<file path="config.mk">
export PLATFORM = sky130hd
export DESIGN_NAME = otter_fetch_stage
export DESIGN_NICKNAME = d
export VERILOG_FILES = /design/src/rtl/otter_fetch_pkg.sv /design/src/rtl/otter_fetch_skid.sv /design/src/rtl/otter_fetch_stage.sv
export SDC_FILE = /design/constraint.sdc
export NUM_CORES = 1
export LEC_CHECK = 0
export ABC_AREA = 1
export BUFFER_PORTS_ARGS = -buffer_cell sky130_fd_sc_hd__buf_4
export CORE_MARGIN = 1.5
export CORE_UTILIZATION = 49
export DETAILED_ROUTE_END_ITERATION = 10
export PLACE_DENSITY_LB_ADDON = 0.2
export SYNTH_ARGS = -nofsm -noshare
export SYNTH_HDL_FRONTEND = slang
export SYNTH_SLANG_ARGS = --single-unit
</file>
<file path="constraint.sdc">
create_clock -name CLK -period 7.96 [get_ports CLK]
set_input_delay 1.194 -clock CLK [delete_from_list [all_inputs] [get_ports CLK]]
set_output_delay 1.194 -clock CLK [all_outputs]
set_load 0.005 [all_outputs]
</file>
<file path="src/rtl/otter_fetch_pkg.sv">
// Shared types and constants for the OTTER instruction-fetch stage.
package otter_fetch_pkg;

    typedef enum logic [1:0] {
        PC_PLUS4  = 2'd0,
        PC_JALR   = 2'd1,
        PC_BRANCH = 2'd2,
        PC_JAL    = 2'd3
    } pc_sel_t;

    typedef enum logic [1:0] {
        S_REQ,
        S_WAIT,
        S_DROP
    } fetch_state_t;

    localparam logic [31:0] OTTER_NOP = 32'h0000_0013;

endpackage

</file>
<file path="src/rtl/otter_fetch_skid.sv">
// One-entry holding buffer for an instruction that returns while the pipe is stalled.
module otter_fetch_skid
    import otter_fetch_pkg::*;
(
    input  logic        CLK,
    input  logic        RST,
    input  logic        push_i,
    input  logic        pop_i,
    input  logic        clear_i,
    input  logic [31:0] instr_i,
    input  logic [31:0] pc_i,
    output logic        full_o,
    output logic [31:0] instr_o,
    output logic [31:0] pc_o
);

    logic        full_q;
    logic [31:0] instr_q;
    logic [31:0] pc_q;

    // NOTE: sequential state uses non-blocking assignments so every register samples pre-edge values.
    always_ff @(posedge CLK or posedge RST) begin
        if (RST) begin
            full_q  <= 1'b0;
            instr_q <= OTTER_NOP;
            pc_q    <= '0;
        end else if (clear_i) begin
            full_q  <= 1'b0;
        end else if (push_i) begin
            full_q  <= 1'b1;
            instr_q <= instr_i;
            pc_q    <= pc_i;
        end else if (pop_i) begin
            full_q  <= 1'b0;
        end
    end

    assign full_o  = full_q;
    assign instr_o = instr_q;
    assign pc_o    = pc_q;

endmodule

</file>
<file path="src/rtl/otter_fetch_stage.sv">
// OTTER IF stage: PC, next-PC mux, single-outstanding imem FSM and IF/DE register.
// Define OTTER_FETCH_PERF_EN to add saturating redirect/wait/stall counters.
module otter_fetch_stage
    import otter_fetch_pkg::*;
#(
    parameter logic [31:0] RESET_PC = 32'h0000_0000
`ifdef OTTER_FETCH_PERF_EN
    , parameter int unsigned PERF_W = 32
`endif
) (
    input  logic        CLK,
    input  logic        RST,
    input  logic [1:0]  pc_mux_sel,
    input  logic [31:0] jalr_target,
    input  logic [31:0] branch_target,
    input  logic [31:0] jal_target,
    input  logic        stall,
    input  logic        flush_if_de,
    output logic        imem_req,
    output logic [31:0] imem_addr,
    input  logic        imem_gnt,
    input  logic        imem_rvalid,
    input  logic [31:0] imem_rdata,
    output logic        if_de_valid,
    output logic [31:0] if_de_instr,
    output logic [31:0] if_de_pc,
    output logic [31:0] if_de_pc4,
    output logic        fetch_wait
`ifdef OTTER_FETCH_PERF_EN
    , output logic [PERF_W-1:0] perf_redirects
    , output logic [PERF_W-1:0] perf_wait_cycles
    , output logic [PERF_W-1:0] perf_stall_cycles
`endif
);

    fetch_state_t state_q, state_d;
    logic [31:0]  pc_q, pc_d, pc_plus4, redirect_pc;
    logic         redirect, resp_ok;
    logic         skid_full, skid_push, skid_pop;
    logic [31:0]  skid_instr, skid_pc;
    logic         if_de_valid_q;
    logic [31:0]  if_de_instr_q, if_de_pc_q, if_de_pc4_q;

    assign pc_plus4 = pc_q + 32'd4;
    assign redirect = (pc_sel_t'(pc_mux_sel) != PC_PLUS4);
    assign resp_ok  = (state_q == S_WAIT) && imem_rvalid;

    always_comb begin
        redirect_pc = pc_plus4;
        case (pc_sel_t'(pc_mux_sel))
            PC_JALR:   redirect_pc = jalr_target;
            PC_BRANCH: redirect_pc = branch_target;
            PC_JAL:    redirect_pc = jal_target;
            default:   redirect_pc = pc_plus4;
        endcase
    end

    // NOTE: every output of this block gets a default first, so no path can infer a latch.
    always_comb begin
        state_d   = state_q;
        pc_d      = pc_q;
        imem_req  = 1'b0;
        imem_addr = pc_q;
        case (state_q)
            S_REQ: begin
                imem_req = !redirect && !stall;
                if (imem_req && imem_gnt) state_d = S_WAIT;
            end
            S_WAIT: begin
                if (redirect) begin
                    state_d = imem_rvalid ? S_REQ : S_DROP;
                end else if (imem_rvalid) begin
                    // pc advances on every accepted word, even one parked in the skid
                    pc_d      = pc_plus4;
                    imem_req  = !stall && !skid_full;
                    imem_addr = pc_plus4;
                    state_d   = (imem_req && imem_gnt) ? S_WAIT : S_REQ;
                end
            end
            S_DROP: begin
                if (imem_rvalid) state_d = S_REQ;
            end
            default: state_d = S_REQ;
        endcase
        if (redirect) pc_d = redirect_pc;
        if (RST) imem_req = 1'b0;
    end

    always_ff @(posedge CLK or posedge RST) begin
        if (RST) begin
            state_q <= S_REQ;
            pc_q    <= RESET_PC;
        end else begin
            state_q <= state_d;
            pc_q    <= pc_d;
        end
    end

    assign skid_push = resp_ok && !redirect && stall;
    assign skid_pop  = skid_full && !stall && !redirect;

    otter_fetch_skid u_skid (
        .CLK     (CLK),
        .RST     (RST),
        .push_i  (skid_push),
        .pop_i   (skid_pop),
        .clear_i (redirect),
        .instr_i (imem_rdata),
        .pc_i    (pc_q),
        .full_o  (skid_full),
        .instr_o (skid_instr),
        .pc_o    (skid_pc)
    );

    always_ff @(posedge CLK or posedge RST) begin
        if (RST) begin
            if_de_valid_q <= 1'b0;
            if_de_instr_q <= OTTER_NOP;
            if_de_pc_q    <= '0;
            if_de_pc4_q   <= '0;
        end else if (flush_if_de) begin
            if_de_valid_q <= 1'b0;
            if_de_instr_q <= OTTER_NOP;
        end else if (stall) begin
            if_de_valid_q <= if_de_valid_q;
        end else if (skid_pop) begin
            if_de_valid_q <= 1'b1;
            if_de_instr_q <= skid_instr;
            if_de_pc_q    <= skid_pc;
            if_de_pc4_q   <= skid_pc + 32'd4;
        end else if (resp_ok && !redirect) begin
            if_de_valid_q <= 1'b1;
            if_de_instr_q <= imem_rdata;
            if_de_pc_q    <= pc_q;
            if_de_pc4_q   <= pc_plus4;
        end else begin
            if_de_valid_q <= 1'b0;
            if_de_instr_q <= OTTER_NOP;
        end
    end

    assign if_de_valid = if_de_valid_q;
    assign if_de_instr = if_de_instr_q;
    assign if_de_pc    = if_de_pc_q;
    assign if_de_pc4   = if_de_pc4_q;
    assign fetch_wait  = ((state_q == S_WAIT) || (state_q == S_DROP)) && !skid_full;

`ifdef OTTER_FETCH_PERF_EN
    logic [PERF_W-1:0] perf_redir_q, perf_wait_q, perf_stall_q;

    always_ff @(posedge CLK or posedge RST) begin
        if (RST) begin
            perf_redir_q <= '0;
            perf_wait_q  <= '0;
            perf_stall_q <= '0;
        end else begin
            if (redirect && (perf_redir_q != '1))  perf_redir_q <= perf_redir_q + 1'b1;
            if (fetch_wait && (perf_wait_q != '1)) perf_wait_q  <= perf_wait_q + 1'b1;
            if (stall && (perf_stall_q != '1))     perf_stall_q <= perf_stall_q + 1'b1;
        end
    end

    assign perf_redirects    = perf_redir_q;
    assign perf_wait_cycles  = perf_wait_q;
    assign perf_stall_cycles = perf_stall_q;
`endif

endmodule

</file>
# --- After elaboration in Yosys (flattened, before gate mapping) ---
# Cells that the tools add are included.
word_totals:
  input_bits: 136
  regBits: 196
  wordCells: 77
  output_inout_bits: 131
classes:
  n_eq_ne: 9
  n_bitwise: 3
  mux: 32
  reduce_logical: 22
  n_addsub: 2
ops:
  columns: ["op", "count"]
  rows:
  - ["two-way mux 32 bit", 13]
  - ["one-hot mux 32 bit (3 select lines)", 1]
  - ["adder 32 x 3 -> 32 bit (second input constant)", 2]
  - ["two-way mux 1 bit", 11]
  - ["logical AND 1 bit", 10]
  - ["two-way mux 2 bit", 5]
  - ["equality test 2 bit (second input constant)", 3]
  - ["one-hot mux 2 bit (3 select lines)", 1]
  - ["AND reduction 3 bit", 2]
  - ["nonzero test 2 bit", 3]
  - ["equality test 2 x 1 -> 1 bit (second input constant)", 2]
  - ["inequality test 2 bit (second input constant)", 2]
  - ["logical NOT 1 bit", 3]
  - ["inequality test 3 bit (second input constant)", 1]
  - ["inverter 1 bit", 3]
  - ["nonzero test 3 bit", 1]
  - ["logical NOT 2 bit", 1]
  - ["inequality test 2 x 1 -> 1 bit (second input constant)", 1]
  - ["one-hot mux 1 bit (2 select lines)", 1]
  - ["AND reduction 2 bit", 1]
  - ["logical OR 1 bit", 1]

# --- Longest topological paths before layout ---
# Gate-level depths: netlist of the first run.
logic_depth:
  depth_word: 7
  ltp_mapped: 12
  mapped_depth_nobuf: 12

# --- Hierarchy ---
# A second synthesis of the first run with hierarchy kept.
unflattened:
  cells_unflattened: 1595
  hier_area_um2: 11270.8
by_module_without_submodules:
  columns: ["mod", "area_each_um2", "cells_per_inst", "instances", "seq_area_each_um2"]
  rows:
  - ["otter_fetch_stage", 8652.0, 1311, 1, 3231.8]
  - ["otter_fetch_skid", 2618.8, 284, 1, 1630.3]

# --- Worst setup path after synthesis of the first run ---
# Ideal clock, no wire load.
synth_timing:
  path_type: "input-to-output"
  from: "in pc_mux_sel[1]"
  to: "out imem_addr[10]"
  arrival_ns: 2.121
  slack_ns: 4.645
  t_required_ns: 6.766
  cell_stages: 8
  n_path_buf: 1
  cell_sequence: "nor2_4 -> inv_1 -> clkbuf_1 -> nor2_1 -> inv_1 -> o22ai_1 -> nand2_1 -> o21ai_0"
synth_between:
  elab_chain_cells: 3
synth_lines:
  columns: ["item", "line", "source"]
  rows:
  - ["start: declaration", "otter_fetch_stage.sv:13", "input logic [1:0] pc_mux_sel,"]
  - ["nonzero test 2 bit", "otter_fetch_stage.sv:45", "assign redirect = (pc_sel_t'(pc_mux_sel) != PC_PLUS4);"]
  - ["two-way mux 32 bit", "otter_fetch_stage.sv:70", "if (redirect) begin"]
  - ["two-way mux 32 bit", "otter_fetch_stage.sv:64", "case (state_q)"]
  - ["end: declaration", "otter_fetch_stage.sv:20", "output logic [31:0] imem_addr,"]
# No other way between the ends.

# --- Final worst setup path of the first run ---
layout_timing:
  from: "reg pc_q[2]"
  to: "out imem_addr[12]"
layout_between:
  elab_chain_cells: 4
layout_lines:
  columns: ["item", "line", "source"]
  rows:
  - ["start: declaration", "otter_fetch_stage.sv:37", "logic [31:0] pc_q, pc_d, pc_plus4, redirect_pc;"]
  - ["start signal: assignment", "otter_fetch_stage.sv:95", "pc_q <= pc_d;"]
  - ["adder 32 x 3 -> 32 bit", "otter_fetch_stage.sv:44", "assign pc_plus4 = pc_q + 32'd4;"]
  - ["two-way mux 32 bit", "otter_fetch_stage.sv:72", "end else if (imem_rvalid) begin"]
  - ["two-way mux 32 bit", "otter_fetch_stage.sv:70", null]
  - ["two-way mux 32 bit", "otter_fetch_stage.sv:64", null]
# No other way between the ends.

==> impl_metrics.tcl, run 1 <==
set metrics [dict create \
    multi_input_area_sq_um 5200 \
    start_kind "flip-flop" \
    place.gp.congestion 0.918 \
    cts_tree "done" \
    tightest_slew_ns 1.18 \
    vdd_drop_max_mv 0.147 \
    dp.cells 1954 \
    finalNetCount 1834 \
    clk_transition_reported_paths_ns 0.08 \
    antennaDiodeCount 0 \
    num_vias 11000 \
    sequentialPowerShare_pct 45.6 \
    ys.flop_type "dfrtp_1" \
    setup-tns-final_ns 0 \
    cts_sinks 194 \
    syn_area_sq_um 10900 \
    crit_fanout 4 \
    gr-total-overflow 0 \
    rows 54 \
    start_util_pct 49.9 \
    synthTopCellsByArea "dfrtp_1 (43%), nand2_1 (18%), o21ai_0 (6.3%)" \
    hold_buffers 0 \
    finalHoldViolCount 0 \
    setup_viol_count_final 0 \
    p_sw_share_pct 37.2 \
    synth_seq_cells 194 \
    grt_max_degree 141 \
    yosysUniqueCellTypes 39 \
    grt_pass1_vias 10300 \
    r2r_cells 9 \
    p_sw_mw 1.30 \
    finClkSkew_ns 0.0145 \
    yosysTopAreaCell "dfrtp_1" \
    fillCellCount 2024 \
    worst-setup-path-type "reg2out" \
    avgSynthCellArea_sq_um 7.34 \
    fin_cells 1986 \
    antenna_found_initial 0 \
    drive_gt1_share_pct 19.2 \
    hpwl_mm 25.7 \
    area_growth_pct 24.2 \
    p_clk_share_pct 25.5 \
    drc_errors 0 \
    dieHeight_microns 152 \
    clockRootBuffer "clkbuf_16" \
    cp_data_arrival_time_ns 2.93 \
    synth_most_common_cell "nand2_1" \
    end_kind "primary output" \
    power_mw 3.49 \
    hold_slack_ns 0.477 \
    layout_setup_ws_ns 3.84 \
    synth-async-reset-ratio_pct 100 \
    rsz0062_at_grt "false" \
    finalCoreUtilization_pct 61.9 \
    port_buffers 266 \
    clockBufferDepth 2 \
    status "completed" \
    synthesis.nets 1624 \
    post_cts_buffers 0 \
    layout_min_cycle_time_ns 4.12 \
    cts_htree_levels 4 \
    relSlewSlack_pct 21.4 \
    core_sq_um 21800 \
    r2r-start "state_q[1]$_DFFE_PP0P_" \
    syn_inst 1483 \
    fin_crit_sh_pct 51.8 \
    placed_area_sq_um 12900 \
    ys_top_cells_by_count "nand2_1 (513), dfrtp_1 (188), nor2_1 (136), o21ai_0 (136), inv_1 (109)" \
    grt_pass1_wl_mm 56.0 \
    synth_edf_count 0 \
    dieArea_sq_um 23100 \
    maxSlewViolCount 0 \
    wl_mm 34.8 \
    startpoint "pc_q[2]$_DFFE_PP0P_" \
    chipWidth_microns 152 \
    post_cts_resized 0 \
    via_per_inst 5.53 \
    ant_nets 0 \
    cellLeakagePower_nw 6.73 \
    cp.required_ns 6.77 \
    fin_area_sq_um 13500 \
    p_int_mw 2.19 \
    yosysSeqAreaShare_pct 44.7 \
    synth_top_area_share_pct 43.2 \
    critPathCapture "imem_addr[12]" \
    dp_slack_ns 3.58 \
    min_path_type "reg2reg" \
    grt_usage_pct 30.3 \
    io_pins 267 \
    drt_iter0_drc 1128 \
    max_freq_ghz 0.243 \
    drt_pass1_iterations 5 \
    cts_buffers 17 \
    clock_latency_ns 0.44 \
    wl_per_cell_microns 17.5 \
    powerDensity_nw_per_um2 258 \
    yosysWarnings 0 \
    maxCapViolations 0 \
    reg2reg_to "if_de_pc[22]$_DFFE_PP0P_" \
    reg2reg_slack_ns 4.32 \
    p_comb_share_pct 28.9 \
    regArea_sq_um 4860 \
]
-- cells in the final DEF (no fill, tap or decap), types with 3 or more instances in the layout --
cell | netlist | layout
nor2_2 | 0 | 4
a21oi_1 | 41 | 41
buf_4 | 9 | 272
nand3b_1 | 11 | 11
nor2_1 | 136 | 132
nand3_1 | 104 | 104
nand2_1 | 513 | 513
inv_6 | 0 | 5
o21ai_0 | 136 | 136
o22ai_1 | 3 | 3
a31oi_1 | 35 | 35
o21ai_1 | 3 | 3
nand2_4 | 2 | 3
ha_1 | 5 | 5
nand4_1 | 4 | 4
clkbuf_16 | 0 | 17
a221oi_1 | 15 | 15
xor2_1 | 14 | 14
o211ai_1 | 12 | 12
a22o_1 | 44 | 44
dfrtp_1 | 188 | 188
inv_1 | 109 | 108
clkinv_8 | 0 | 8
xnor2_1 | 5 | 5
dfstp_2 | 6 | 6
-- worst min path at each step --
| stage | startpoint | end | cells past startpoint |
|---|---|---|---|
| after global placement | u_skid.instr_o[1]$_DFFE_PP1P_ | u_skid.instr_o[1]$_DFFE_PP1P_ | 2 |
| after CTS | u_skid.instr_o[1]$_DFFE_PP1P_ | u_skid.instr_o[1]$_DFFE_PP1P_ | 2 |
| after floorplan | u_skid.instr_o[1]$_DFFE_PP1P_ | u_skid.instr_o[1]$_DFFE_PP1P_ | 2 |
| final | u_skid.instr_o[1]$_DFFE_PP1P_ | u_skid.instr_o[1]$_DFFE_PP1P_ | 2 |
| after detailed placement | if_de_pc4[17]$_DFFE_PP0P_ | if_de_pc4[17]$_DFFE_PP0P_ | 2 |
| after global routing | u_skid.instr_o[1]$_DFFE_PP1P_ | u_skid.instr_o[1]$_DFFE_PP1P_ | 2 |
-- layer usage --
metal / global-route usage, % / vias to the layer above / routed length (microns)
li1: - / 5306 / -
met5: 0 / - / 0
met3: 5.62 / 59 / 3060
met1: 45.7 / 5092 / 16000
met4: 8.00 / 0 / 692
met2: 44.8 / 530 / 15100
-- logic make-up (layout without fill, tap and decap cells) --
kind of cell	Yosys count	count (layout)	share of synthesized area, %
fa+ha+maj	5	5	0.575
flops	194	194	44.7
xor+xnor	19	19	1.53
compound gates	296	296	16.6
buf+inv	193	416	7.60
mux	2	2	0.207
simple gates	774	774	28.8
-- registers in the layout, summed over array words and instances, names as in the netlist --
signal and cells:
u_skid.pc_o 32, if_de_pc4 30, state_q 2, if_de_pc 32
u_skid.full_o 1, u_skid.instr_o 32, if_de_instr 32, pc_q 32
if_de_valid 1
-- power by group through the flow --
stage                     registers [mW]  logic, mW  clock network, mW
after floorplan                     1.49      0.542                  0
after global placement              1.59      0.987                  0
after detailed placement            1.59       1.00                  0
after CTS                           1.58       1.01              0.897
after global routing                1.63       1.13              0.937
final                               1.59       1.01              0.888
-- final cells by class --
cell class                      instances  area share (%)
Timing Repair Buffer                  272            15.1
Sequential cell                       194            36.0
Multi-Input combinational cell       1096            38.5
Clock buffer                           17            3.15
Clock inverter                         15            1.49
Tap cell                              280            2.59
Inverter                              112            3.18
-- critical path, cell delays in order, from the launching register on --
cell     delay [ns]
dfrtp_1        0.47
ha_1           0.23
nand2_1        0.08
nor2_1         0.36
nand2_1        0.19
nor2_1         0.31
xor2_1         0.35
nand2_1        0.08
nand3_1        0.09
o21ai_0        0.15
buf_4          0.18
Note: power is estimated with default switching activity, not from simulation.
==> run 2, diff against run 1 <==
- clock period: 7.96 -> 3.8 ns (I/O delays scaled with it)
==> run 2 against run 1 <==
  * Register-to-register slack worse by 3.2 ns
  * Hold slack worse by 0.20 ns
  * Critical endpoint unchanged
  * Global-route usage rose by 0.14 points
  * Final area up 0.89%
  * Power up 110%
  * Clock power up 110%
  * Combinational power increased by 110%
  * Critical path depth stayed put
==> impl_metrics.tcl, run 2 (synthesis gave the netlist of run 1 again) <==
set metrics [dict create \
    status "completed" \
    post_cts_buffers 0 \
    reg2reg_to "u_skid.pc_o[17]$_DFFE_PP0P_" \
    max_freq_ghz 0.314 \
    grt_pass1_wl_mm 55.8 \
    crit_fanout 5 \
    grt_usage_pct 30.5 \
    layout_min_cycle_time_ns 3.18 \
    hpwl_mm 26.6 \
    clockBufferDepth 2 \
    dieHeight_microns 152 \
    via_per_inst 5.59 \
    drt_pass1_iterations 5 \
    powerDensity_nw_per_um2 537 \
    finalHoldViolCount 0 \
    maxSlewViolCount 0 \
    clock_latency_ns 0.44 \
    core_sq_um 21800 \
    cp_cell_sequence "ha_1 > nand2_1 > nor2_1 > nand2_1 > nor2_1 > xor2_1 > nand2_1 > nand3_1 > o21ai_0 > buf_4" \
    vdd_drop_max_mv 0.304 \
    place.gp.congestion 0.920 \
    hold_slack_ns 0.282 \
    fillCellCount 2036 \
    maxCapViolations 0 \
    setup-tns-final_ns 0 \
    gr-total-overflow 0 \
    route.met3.wl_mm 3.02 \
    top_layer "met4" \
    finalNetCount 1845 \
    cts_buffers 17 \
    cp_slowest_stage_delay_ns 0.43 \
    cts_sinks 194 \
    regArea_sq_um 4860 \
    hold_buffers 0 \
    r2r_cells 10 \
    cp_data_arrival_time_ns 2.61 \
    antennaDiodeCount 0 \
    grt_max_degree 100 \
    fin_crit_sh_pct 83.8 \
    area_growth_pct 25.3 \
    clockRootBuffer "clkbuf_16" \
    cp.required_ns 3.23 \
    post_cts_resized 0 \
    worst-setup-path-type "reg2out" \
    port_buffers 266 \
    wl_mm 35.1 \
    finClkSkew_ns 0.0126 \
    cp_slowest_cell "dfrtp_1" \
    io_pins 267 \
    antenna_found_initial 0 \
    end_kind "primary output" \
    grt_pass1_vias 10300 \
    start_util_pct 49.9 \
    min_path_type "in2async" \
    setup_viol_count_final 0 \
    start_kind "flip-flop" \
    r2r-start "state_q[1]$_DFFE_PP0P_" \
    tightest_slew_ns 1.17 \
    cellLeakagePower_nw 6.79 \
    rows 54 \
    final_cell_mix "nand2_1 (513), buf_4 (280), dfrtp_1 (188)" \
    cts_htree_levels 4 \
    cts_tree "done" \
    clk_transition_reported_paths_ns 0.08 \
    reg2reg_slack_ns 1.09 \
    drt_iter0_drc 953 \
    rsz0062_at_grt "false" \
    drc_errors 0 \
    num_vias 11200 \
    m1WireLength_mm 15.7 \
    met2_length_mm 15.8 \
    drive_gt1_share_pct 19.7 \
    cpMostUsedCell "nand2_1" \
    chipWidth_microns 152 \
    multi_input_area_sq_um 5200 \
    ant_nets 0 \
    final_common_cell "nand2_1" \
    dieArea_sq_um 23100 \
    relSlewSlack_pct 21.7 \
    wl_per_cell_microns 17.6 \
]
## run 2: changes by cell type in the layout (fill, tap and decap cells not counted)
cell	before	now
buf_4	272	280
buf_12	0	3
inv_12	1	4
clkinv_8	8	6
clkinvlp_4	0	2
inv_6	5	3
inv_8	2	0
clkinv_4	0	1
## run 2: metrics by stage
step           worst slack, ns  std cells  total power [mW]  utilization, %  instance area, sq um
2_1_floorplan            0.730       1483              4.27               -                 10900
3_3_place_gp             0.875       1965              5.39            59.6                 13000
3_5_place_dp             0.840       1965              5.46            59.6                 13000
4_1_cts                  0.637       1997              7.32            62.5                 13600
5_1_grt                  0.396       1997              7.75            62.5                 13600
6_report                 0.616       1997              7.32            62.5                 13600
## run 2: critical path: cells and delay by family (launching register included)
kind / cells / cell delay [ns]
buf+inv: 1 / 0.16
flops: 1 / 0.43
fa+ha+maj: 1 / 0.24
simple gates: 6 / 0.98
xor+xnor: 1 / 0.25
compound gates: 1 / 0.11
## run 2: area by class of cell
type | count | area share (%)
Timing Repair Buffer | 283 | 15.9
Sequential cell | 194 | 35.7
Inverter | 112 | 3.13
Tap cell | 280 | 2.57
Multi-Input combinational cell | 1096 | 38.2
Clock inverter | 15 | 1.50
Clock buffer | 17 | 3.12
## run 2: layer usage
layer	vias up	track usage, %
met5	-	0
met4	0	7.54
met3	41	5.48
met2	540	46.8
met1	5252	44.6
li1	5322	-
## run 2: how the worst max path moves through the flow
stage | start | to | slack, ns | depth (start not counted)
finish | pc_q[3]$_DFFE_PP0P_ | imem_addr[12] | 0.62 | 10
global route | pc_q[3]$_DFFE_PP0P_ | imem_addr[12] | 0.40 | 10
CTS | pc_q[3]$_DFFE_PP0P_ | imem_addr[12] | 0.64 | 10
detailed placement | pc_mux_sel[1] | u_skid.pc_o[22]$_DFFE_PP0P_ | 0.84 | 10
global placement | pc_mux_sel[1] | u_skid.pc_o[17]$_DFFE_PP0P_ | 0.88 | 10
floorplan | RST | if_de_instr[10]$_DFFE_PP0P_ | 0.73 | 1
## run 2: power by group
group          total, mW  switching [mW]  internal (mW)
sequential          3.32           0.659           2.66
combinational       2.14            1.12           1.03
clock               1.86           0.945          0.912
total               7.32            2.72           4.60
